==> config.mk <==
export PLATFORM = sky130hd
export DESIGN_NAME = seq_mult_param
export DESIGN_NICKNAME = d
export VERILOG_FILES = /design/src/rtl/seq_mult_param.sv
export SDC_FILE = /design/constraint.sdc
export NUM_CORES = 1
export LEC_CHECK = 0
export ABC_AREA = 1
export ABC_CLOCK_PERIOD_IN_PS = 3400
export CAP_MARGIN = 10
export CORE_MARGIN = 2
export CORE_UTILIZATION = 63
export DETAILED_ROUTE_END_ITERATION = 12
export PLACE_DENSITY_LB_ADDON = 0.1
export RECOVER_POWER = 100
export SETUP_SLACK_MARGIN = 0.05
export SYNTH_ARGS = -nofsm -noshare
export SYNTH_HDL_FRONTEND = slang
export SYNTH_SLANG_ARGS = --single-unit
==> constraint.sdc <==
create_clock -name clk -period 3.4 [get_ports clk]
set_input_delay 0.34 -clock clk [delete_from_list [all_inputs] [get_ports clk]]
set_output_delay 0.34 -clock clk [all_outputs]
set_load 0.02 [all_outputs]
==> src/rtl/seq_mult_param.sv <==
// -----------------------------------------------------------------------------
// seq_mult_param
//
// Sequential radix-2 shift-add multiplier. It is the product stage in front of
// binary_to_bcd. The datapath multiplies operand magnitudes and applies the sign
// once, when the result is written. Each operation is signed or unsigned,
// selected by sgn. Latency is fixed and does not depend on operand values:
//   - start is sampled at edge E0.
//   - Edges E1..E_BW each perform one shift-add step.
//   - Edge E_BW+1 writes product and raises done.
//   - A new start is accepted in the done cycle, so the core completes one
//     operation every B_W+2 clocks.
//
// Parameters
//   A_W        width of operand a
//   B_W        width of operand b, and the number of shift-add iterations
//   ACC_GUARD  extra accumulator bits for acc_out (multiply-accumulate build only)
//
// Ports
//   clk      in   1                rising-edge clock
//   reset_n  in   1                asynchronous active-low reset
//   start    in   1                operation request, sampled only when idle
//   sgn      in   1                1 = two's-complement operands, 0 = unsigned
//   a        in   A_W              multiplicand, sampled with start
//   b        in   B_W              multiplier, sampled with start
//   acc_clr  in   1                (SEQ_MULT_ACC_EN) clear acc_out before adding
//   acc_out  out  A_W+B_W+ACC_GUARD (SEQ_MULT_ACC_EN) running sum of products
//   busy     out  1                high while an operation is in flight
//   done     out  1                one-cycle pulse when product updates
//   product  out  A_W+B_W          result, held until the next done
//
// Build option
//   SEQ_MULT_ACC_EN  When defined, adds the multiply-accumulate extension
//                    (acc_clr / acc_out). acc_out adds each product,
//                    sign-extended or zero-extended according to sgn. It
//                    updates on the same edge that raises done.
// -----------------------------------------------------------------------------
module seq_mult_param #(
  parameter int A_W       = 8,
  parameter int B_W       = 8,
  parameter int ACC_GUARD = 8
) (
  input  logic                 clk,
  input  logic                 reset_n,
  input  logic                 start,
  input  logic                 sgn,
  input  logic [A_W-1:0]       a,
  input  logic [B_W-1:0]       b,
`ifdef SEQ_MULT_ACC_EN
  input  logic                 acc_clr,
  output logic [A_W+B_W+ACC_GUARD-1:0] acc_out,
`endif
  output logic                 busy,
  output logic                 done,
  output logic [A_W+B_W-1:0]   product
);

  localparam int P_W   = A_W + B_W;
  localparam int CNT_W = $clog2(B_W + 1);

  typedef enum logic [1:0] {
    ST_IDLE = 2'd0,
    ST_CALC = 2'd1,
    ST_DONE = 2'd2
  } state_t;

  state_t state_reg, state_next;

  // Datapath state.
  // addend_reg holds |a| shifted left by the current iteration count.
  // mult_reg holds |b| shifted right, so bit 0 is always the multiplier bit
  // for the current step. This avoids variable bit-indexing.
  logic [P_W-1:0]   addend_reg;
  logic [B_W-1:0]   mult_reg;
  logic [P_W-1:0]   acc_reg;
  logic [CNT_W-1:0] cnt_reg;
  logic             neg_reg;
  logic             done_reg;
  logic [P_W-1:0]   product_reg;

  // Control strobes, decoded from the state in the output process.
  logic load;
  logic step;
  logic finish;
  logic cnt_last;

  // Operand magnitudes. The most negative value maps to 2^(W-1), which still
  // fits in W unsigned bits.
  logic             a_is_neg;
  logic             b_is_neg;
  logic [A_W-1:0]   a_abs;
  logic [B_W-1:0]   b_abs;
  logic [P_W-1:0]   result_next;

  assign a_is_neg = sgn & a[A_W-1];
  assign b_is_neg = sgn & b[B_W-1];
  assign a_abs    = a_is_neg ? (~a + A_W'(1)) : a;
  assign b_abs    = b_is_neg ? (~b + B_W'(1)) : b;

  // Sign fix-up applied once, at write-back. A zero magnitude negates to zero,
  // so a "negative zero" result cannot occur.
  assign result_next = neg_reg ? (~acc_reg + P_W'(1)) : acc_reg;

  assign cnt_last = (cnt_reg == CNT_W'(B_W - 1));

  // ---------------------------------------------------------------------------
  // FSM: state register
  // ---------------------------------------------------------------------------
  always_ff @(posedge clk or negedge reset_n) begin
    if (!reset_n) begin
      state_reg <= ST_IDLE;
    end else begin
      state_reg <= state_next;
    end
  end

  // ---------------------------------------------------------------------------
  // FSM: next-state logic
  // ---------------------------------------------------------------------------
  always_comb begin
    state_next = state_reg;
    case (state_reg)
      ST_IDLE: if (start)    state_next = ST_CALC;
      ST_CALC: if (cnt_last) state_next = ST_DONE;
      ST_DONE:               state_next = ST_IDLE;
      default:               state_next = ST_IDLE;
    endcase
  end

  // ---------------------------------------------------------------------------
  // FSM: outputs and datapath strobes
  // ---------------------------------------------------------------------------
  always_comb begin
    busy   = 1'b0;
    load   = 1'b0;
    step   = 1'b0;
    finish = 1'b0;
    case (state_reg)
      ST_IDLE: load = start;
      ST_CALC: begin
        busy = 1'b1;
        step = 1'b1;
      end
      ST_DONE: begin
        busy   = 1'b1;
        finish = 1'b1;
      end
      default: ;
    endcase
  end

  // ---------------------------------------------------------------------------
  // Shift-add datapath
  // ---------------------------------------------------------------------------
  always_ff @(posedge clk or negedge reset_n) begin
    if (!reset_n) begin
      addend_reg <= '0;
      mult_reg   <= '0;
      acc_reg    <= '0;
      cnt_reg    <= '0;
      neg_reg    <= 1'b0;
    end else if (load) begin
      addend_reg <= {{B_W{1'b0}}, a_abs};
      mult_reg   <= b_abs;
      acc_reg    <= '0;
      cnt_reg    <= '0;
      neg_reg    <= sgn & (a[A_W-1] ^ b[B_W-1]);
    end else if (step) begin
      if (mult_reg[0]) begin
        acc_reg <= acc_reg + addend_reg;
      end
      addend_reg <= addend_reg << 1;
      mult_reg   <= mult_reg >> 1;
      cnt_reg    <= cnt_reg + CNT_W'(1);
    end
  end

  // Result register and the done pulse. The pulse lasts exactly the one
  // cycle after the write-back edge.
  always_ff @(posedge clk or negedge reset_n) begin
    if (!reset_n) begin
      done_reg    <= 1'b0;
      product_reg <= '0;
    end else begin
      done_reg <= finish;
      if (finish) begin
        product_reg <= result_next;
      end
    end
  end

  assign done    = done_reg;
  assign product = product_reg;

`ifdef SEQ_MULT_ACC_EN
  // ---------------------------------------------------------------------------
  // Multiply-accumulate extension
  // ---------------------------------------------------------------------------
  localparam int ACC_W = P_W + ACC_GUARD;

  // sgn and acc_clr are captured with the operands so that changes on the
  // inputs during an operation do not affect it.
  logic             sgn_reg;
  logic             acc_clr_reg;
  logic [ACC_W-1:0] acc_out_reg;
  logic [ACC_W-1:0] result_ext;

  assign result_ext = sgn_reg ? {{ACC_GUARD{result_next[P_W-1]}}, result_next}
                              : {{ACC_GUARD{1'b0}}, result_next};

  always_ff @(posedge clk or negedge reset_n) begin
    if (!reset_n) begin
      sgn_reg     <= 1'b0;
      acc_clr_reg <= 1'b0;
      acc_out_reg <= '0;
    end else begin
      if (load) begin
        sgn_reg     <= sgn;
        acc_clr_reg <= acc_clr;
      end
      if (finish) begin
        acc_out_reg <= (acc_clr_reg ? '0 : acc_out_reg) + result_ext;
      end
    end
  end

  assign acc_out = acc_out_reg;
`endif

endmodule

-- Yosys cells after proc, flatten, opt, wreduce, memory -nomap -nowiden
Index checks and enable logic that the tools add are counted.
- output and inout bits: 18
- logic and storage cells: 50
- flip-flop bits (word level): 64
- multiplexer cells: 19
- bitwise logic cells: 7
- eq/ne operators: 5
- reduce and logical (&&, ||, !) cells: 6
- $add $sub $neg: 5
- operators with widths (kind ; number):
    $mux W16 ; 6
    $mux W8 ; 4
    $add A16 B1 Y16 const B ; 1
    $add A16 B16 Y16 ; 1
    $add A8 B1 Y8 const B ; 2
    $not A16 Y16 ; 1
    $not A8 Y8 ; 2
    $mux W4 ; 2
    $add A4 B1 Y4 const B ; 1
    $eq A4 B3 Y1 const B ; 1
    $mux W1 ; 4
    $mux W2 ; 2
    $ne A2 B2 Y1 const B ; 2
    $pmux W2 S2 ; 1
    $reduce_and A2 Y1 ; 2
    $reduce_bool A2 Y1 ; 2
    $and A1 B1 Y1 ; 3
    $eq A2 B1 Y1 const B ; 1
    $eq A2 B2 Y1 const B ; 1
    $logic_not A2 Y1 ; 1
    $reduce_or A2 Y1 ; 1
    $xor A1 B1 Y1 ; 1

-- Logic depth before layout (Yosys ltp)
- depth after elaboration: 4
- depth in mapped cells: 11
- gate-level depth less buffers: 11

-- Least setup slack after synthesis
No wires, ideal clock.
- kind: register to register
- from: register addend_reg[0]
- to: register acc_reg[14]
- setup time: 117 ps
- cell stages (with the launch flop): 11
- path buffers: 0
- arrival time: 1555 ps
- required time: 3283 ps
- path slack: 1727 ps
- cells stage by stage: dfrtp_1 -> ha_1 -> fa_1 -> nand2_1 -> nand2_1 -> nand3b_1 -> nand2_1 -> nand2_1 -> nand3_1 -> nand3_1 -> nand2_1
- cells in the longest elaborated chain, start to end: 4
- ends and longest elaborated chain (item ; line ; source):
    from (decl) ; 73 ; logic [P_W-1:0] addend_reg;
    from (signal assigned) ; 163 ; addend_reg <= {{B_W{1'b0}}, a_abs};
    from (signal assigned) ; 172 ; addend_reg <= addend_reg << 1;
    $add A16 B16 Y16 ; 170 ; acc_reg <= acc_reg + addend_reg;
    $mux W16 ; 169 ; if (mult_reg[0]) begin
    $mux W16 ; 168 ; end else if (step) begin
    $mux W16 ; 162 ; end else if (load) begin
    to (signal assigned) ; 170 ;
    to (decl) ; 75 ; logic [P_W-1:0] acc_reg;
No other way between the ends. The select of a mux whose other input is x is not followed.
A chain may end at the register's enable or synchronous reset.

-- Final worst setup path
- from: register state_reg[1]
- to: register acc_reg[5]
- cells in the longest elaborated chain, start to end: 4
- ends and longest elaborated chain (item ; line ; source):
    from (decl) ; 67 ; state_t state_reg, state_next;
    from (signal assigned) ; 113 ; state_reg <= state_next;
    $eq A2 B1 Y1 / $logic_not A2 Y1 (equally long branches) ; 138 ; case (state_reg)
    $mux W1 ; 138 ;
    $reduce_bool A2 Y1 (no source line) ; -- ;
    $reduce_and A2 Y1 (no source line) ; -- ;
Parallel ways exist; a longest one is shown, timed or not.

==> results_dict.tcl <==
set metrics [dict create \
    drc 0 \
    setup_viol 0 \
    cp_top_family "simple AND/OR/NAND/NOR gates" \
    syn_area_per_cell_um2 7.139 \
    synth.area.top_cells "dfrtp_1 38%, nand2_1 16%, ha_1 6.8%" \
    crit_type "reg2reg" \
    synth.distinct_cells 41 \
    cp.depth 9 \
    synth_compound_area_share_pct 12.67 \
    synth_xor_area_share_pct 2.887 \
    wl_per_cell_um 13.13 \
    cts_tree "built" \
    layout.nets 679 \
    worst_pin_slew_ns 1.264 \
    path_buf_inv 3 \
    met3_length_um 392 \
    status "complete, no violations" \
    ys_warn_count 0 \
    gp_congestion 0.8432 \
    synth-seq-cells 64 \
    clockBufferDepth 2 \
    met2WireLength_mm 4.756 \
    synth_cells 595 \
    vdd_drop_max_v 0.0005119 \
    fin_crit_sh_pct 71.91 \
    synth_common_cells "179 x nand2_1, 69 x inv_1, 64 x dfrtp_1" \
    timing.rr.start "state_reg[1]" \
    clk_latency_ns 0.34 \
    r2r-end "acc_reg[5]" \
    cts.sinks 64 \
    coreArea_um2 6422 \
    synth-simple-area-share_pct 30.43 \
    root_buffer "clkbuf_8" \
    fin_crit_ns 2.445 \
    slowest_delay_ns 0.76 \
    antenna_found_initial 0 \
    diodes 0 \
    timing.hold.ws_ns 0.4688 \
    core.rowCount 29 \
    wl_met1_mm 4.137 \
    die_x_um 86.12 \
    die_h_um 86.12 \
    grt.total_usage_pct 27.60 \
    worstRegToRegCells 9 \
    yosysMostFrequentCell "nand2_1" \
    drive_gt1_share_pct 7.187 \
    yosysTopAreaCell "dfrtp_1" \
    tns_ns 0 \
    maxUsedRoutingLayer "met4" \
    worstPathCellList "inv_1 > ha_1 > buf_4 > nand2_1 > nor2_1 > inv_1 > a21oi_1 > o21ai_0 > o21ai_0" \
    max_cap_viol_count 0 \
    cts_buffers 9 \
    totalWireLength_mm 9.416 \
    synth_top_family_by_area "simple AND/OR/NAND/NOR gates" \
    fmax_mhz 409.0 \
    critPathSlowestCell "nor2_1" \
    synthAdderAreaFrac_pct 7.246 \
    dieArea_um2 7416 \
    synth_area_um2 4248 \
    worst_ep_required_time_ns 3.65 \
    synth-seq-area-share_pct 37.70 \
    drtPass1Iterations 5 \
    fin_skew_ns 0.009337 \
    io_buffers 37 \
    via_per_inst 5.424 \
    crit_start "state_reg[1]" \
    synth_top_area_share_pct 37.70 \
    worstHoldPathType "reg2reg" \
    vias 3889 \
    hold_viol_final 0 \
    start_util_pct 66.14 \
    power_density_nw_per_um2 897.7 \
    drv_slew 0 \
    grt_pass1_vias 3650 \
    boundaryPins 38 \
    endpoint_kind "register" \
    area_delta_synth_final_pct 13.90 \
    ys.flop_type "dfrtp_1" \
    dp_hpwl_mm 7.305 \
    synthesis.nets 639 \
    htree_levels 3 \
    synth.area.mux_share_pct 0 \
    cp_max_fo 21 \
    grt_max_degree 32 \
    endpoint "acc_reg[5]" \
    critPathLaunchType "register" \
    p_leak_nw 2.557 \
    reg2reg_setup_slack_ns 0.96 \
    synth_enable_flop_cells 0 \
    cts.clk_slew.worst_paths_ns 0.07 \
    postCtsResizedCells 0 \
    synth_async_sr_flop_share_pct 100.0 \
    critPathArrivalTime_ns 2.70 \
    fill_cells 537 \
    grt_pass1_wl_mm 16.26 \
    drt_iter0_drc 243 \
    drtAntennaViolNets 0 \
    grt_overflow_total 0 \
    worst_slew_margin_rel_pct 15.76 \
    rsz0062_at_grt "no" \
]
worst register-to-register path, delay by kind of cell, from the launching register on:
family	cells	cell delay, ns
buffers and inverters	3	0.57
DFF	1	0.40
adders and majority gates	1	0.15
and+or+nand+nor	2	0.88
AOI/OAI and AO/OA	3	0.36
cells by family (layout without fill, tap and decap cells):
group                      Yosys count  after routing
adders and majority gates           24             24
AOI/OAI and AO/OA                  100            100
DFF                                 64             64
xor gates and xnor gates            14             14
buffers and inverters               94            139
and+or+nand+nor                    299            299
per-stage QoR:
step	power (mW)	cell area [um2]	util, %	cells	worst slack [ns]
6_report	4.343	4838	75.34	717	0.9551
5_1_grt	4.759	4838	75.34	717	0.6819
3_3_place_gp	3.660	4661	72.57	700	1.358
2_1_floorplan	3.121	4248	-	595	1.727
4_1_cts	4.399	4851	75.53	717	1.299
3_5_place_dp	3.771	4661	72.57	700	1.174
worst min-delay path by stage:
| stage | from | end | slack [ns] | cells after the start |
|---|---|---|---|---|
| 3_3_place_gp | reset_n | acc_reg[1] | 0.33 | 1 |
| 6_report | product[13] | product[13] | 0.47 | 2 |
| 4_1_cts | product[10] | product[10] | 0.48 | 2 |
| 2_1_floorplan | reset_n | acc_reg[0] | 0.04 | 0 |
| 3_5_place_dp | reset_n | acc_reg[3] | 0.33 | 1 |
| 5_1_grt | product[14] | product[14] | 0.50 | 2 |
placed cells by master, fill, tap and decap left out, types with 3 or more instances in the layout:
cell type,count
inv_1,70
clkbuf_1,5
ha_1,23
nand4_1,3
a21oi_1,21
nor2_2,3
inv_2,9
o21ai_0,60
nand2_2,5
nor2_1,47
nand3b_1,5
o21ai_2,4
buf_4,3
clkdlybuf4s50_1,18
nand3_1,44
nor3_2,3
dfrtp_1,64
clkbuf_8,9
o21ai_1,5
nand2_1,179
clkinv_2,3
xor2_1,13
dlygate4sd3_1,19
timing repair:
action / 4_1_cts / 5_1_grt
hold buffers: 1 / 0
setup buffers: 0 / 0
setup endpoints to repair: 0 / 0
hold endpoints to repair: 19 / 0
power breakdown:
part | internal (mW) | total, mW | leakage, nW | switching (mW)
logic | 0.852 | 2.35 | 1.64 | 1.50
clock network | 0.336 | 0.617 | 0.0941 | 0.281
registers | 1.09 | 1.38 | 0.819 | 0.290
layout make-up:
| type | instances | area, um2 | share of cell area (%) |
|---|---|---|---|
| Clock inverter | 4 | 45.04 | 0.9310 |
| Timing Repair Buffer | 42 | 400.4 | 8.275 |
| Inverter | 81 | 306.5 | 6.336 |
| Multi-Input combinational cell | 437 | 2253 | 46.57 |
| Tap cell | 77 | 96.34 | 1.991 |
| Clock buffer | 12 | 135.1 | 2.793 |
| Sequential cell | 64 | 1602 | 33.10 |
per-layer routing:
metal,up-vias,GRT usage (%)
li1,1999,-
met1,1773,34.93
met2,104,48.41
met3,13,3.369
met4,0,9.957
met5,-,0
(Power assumes the default switching activity.)
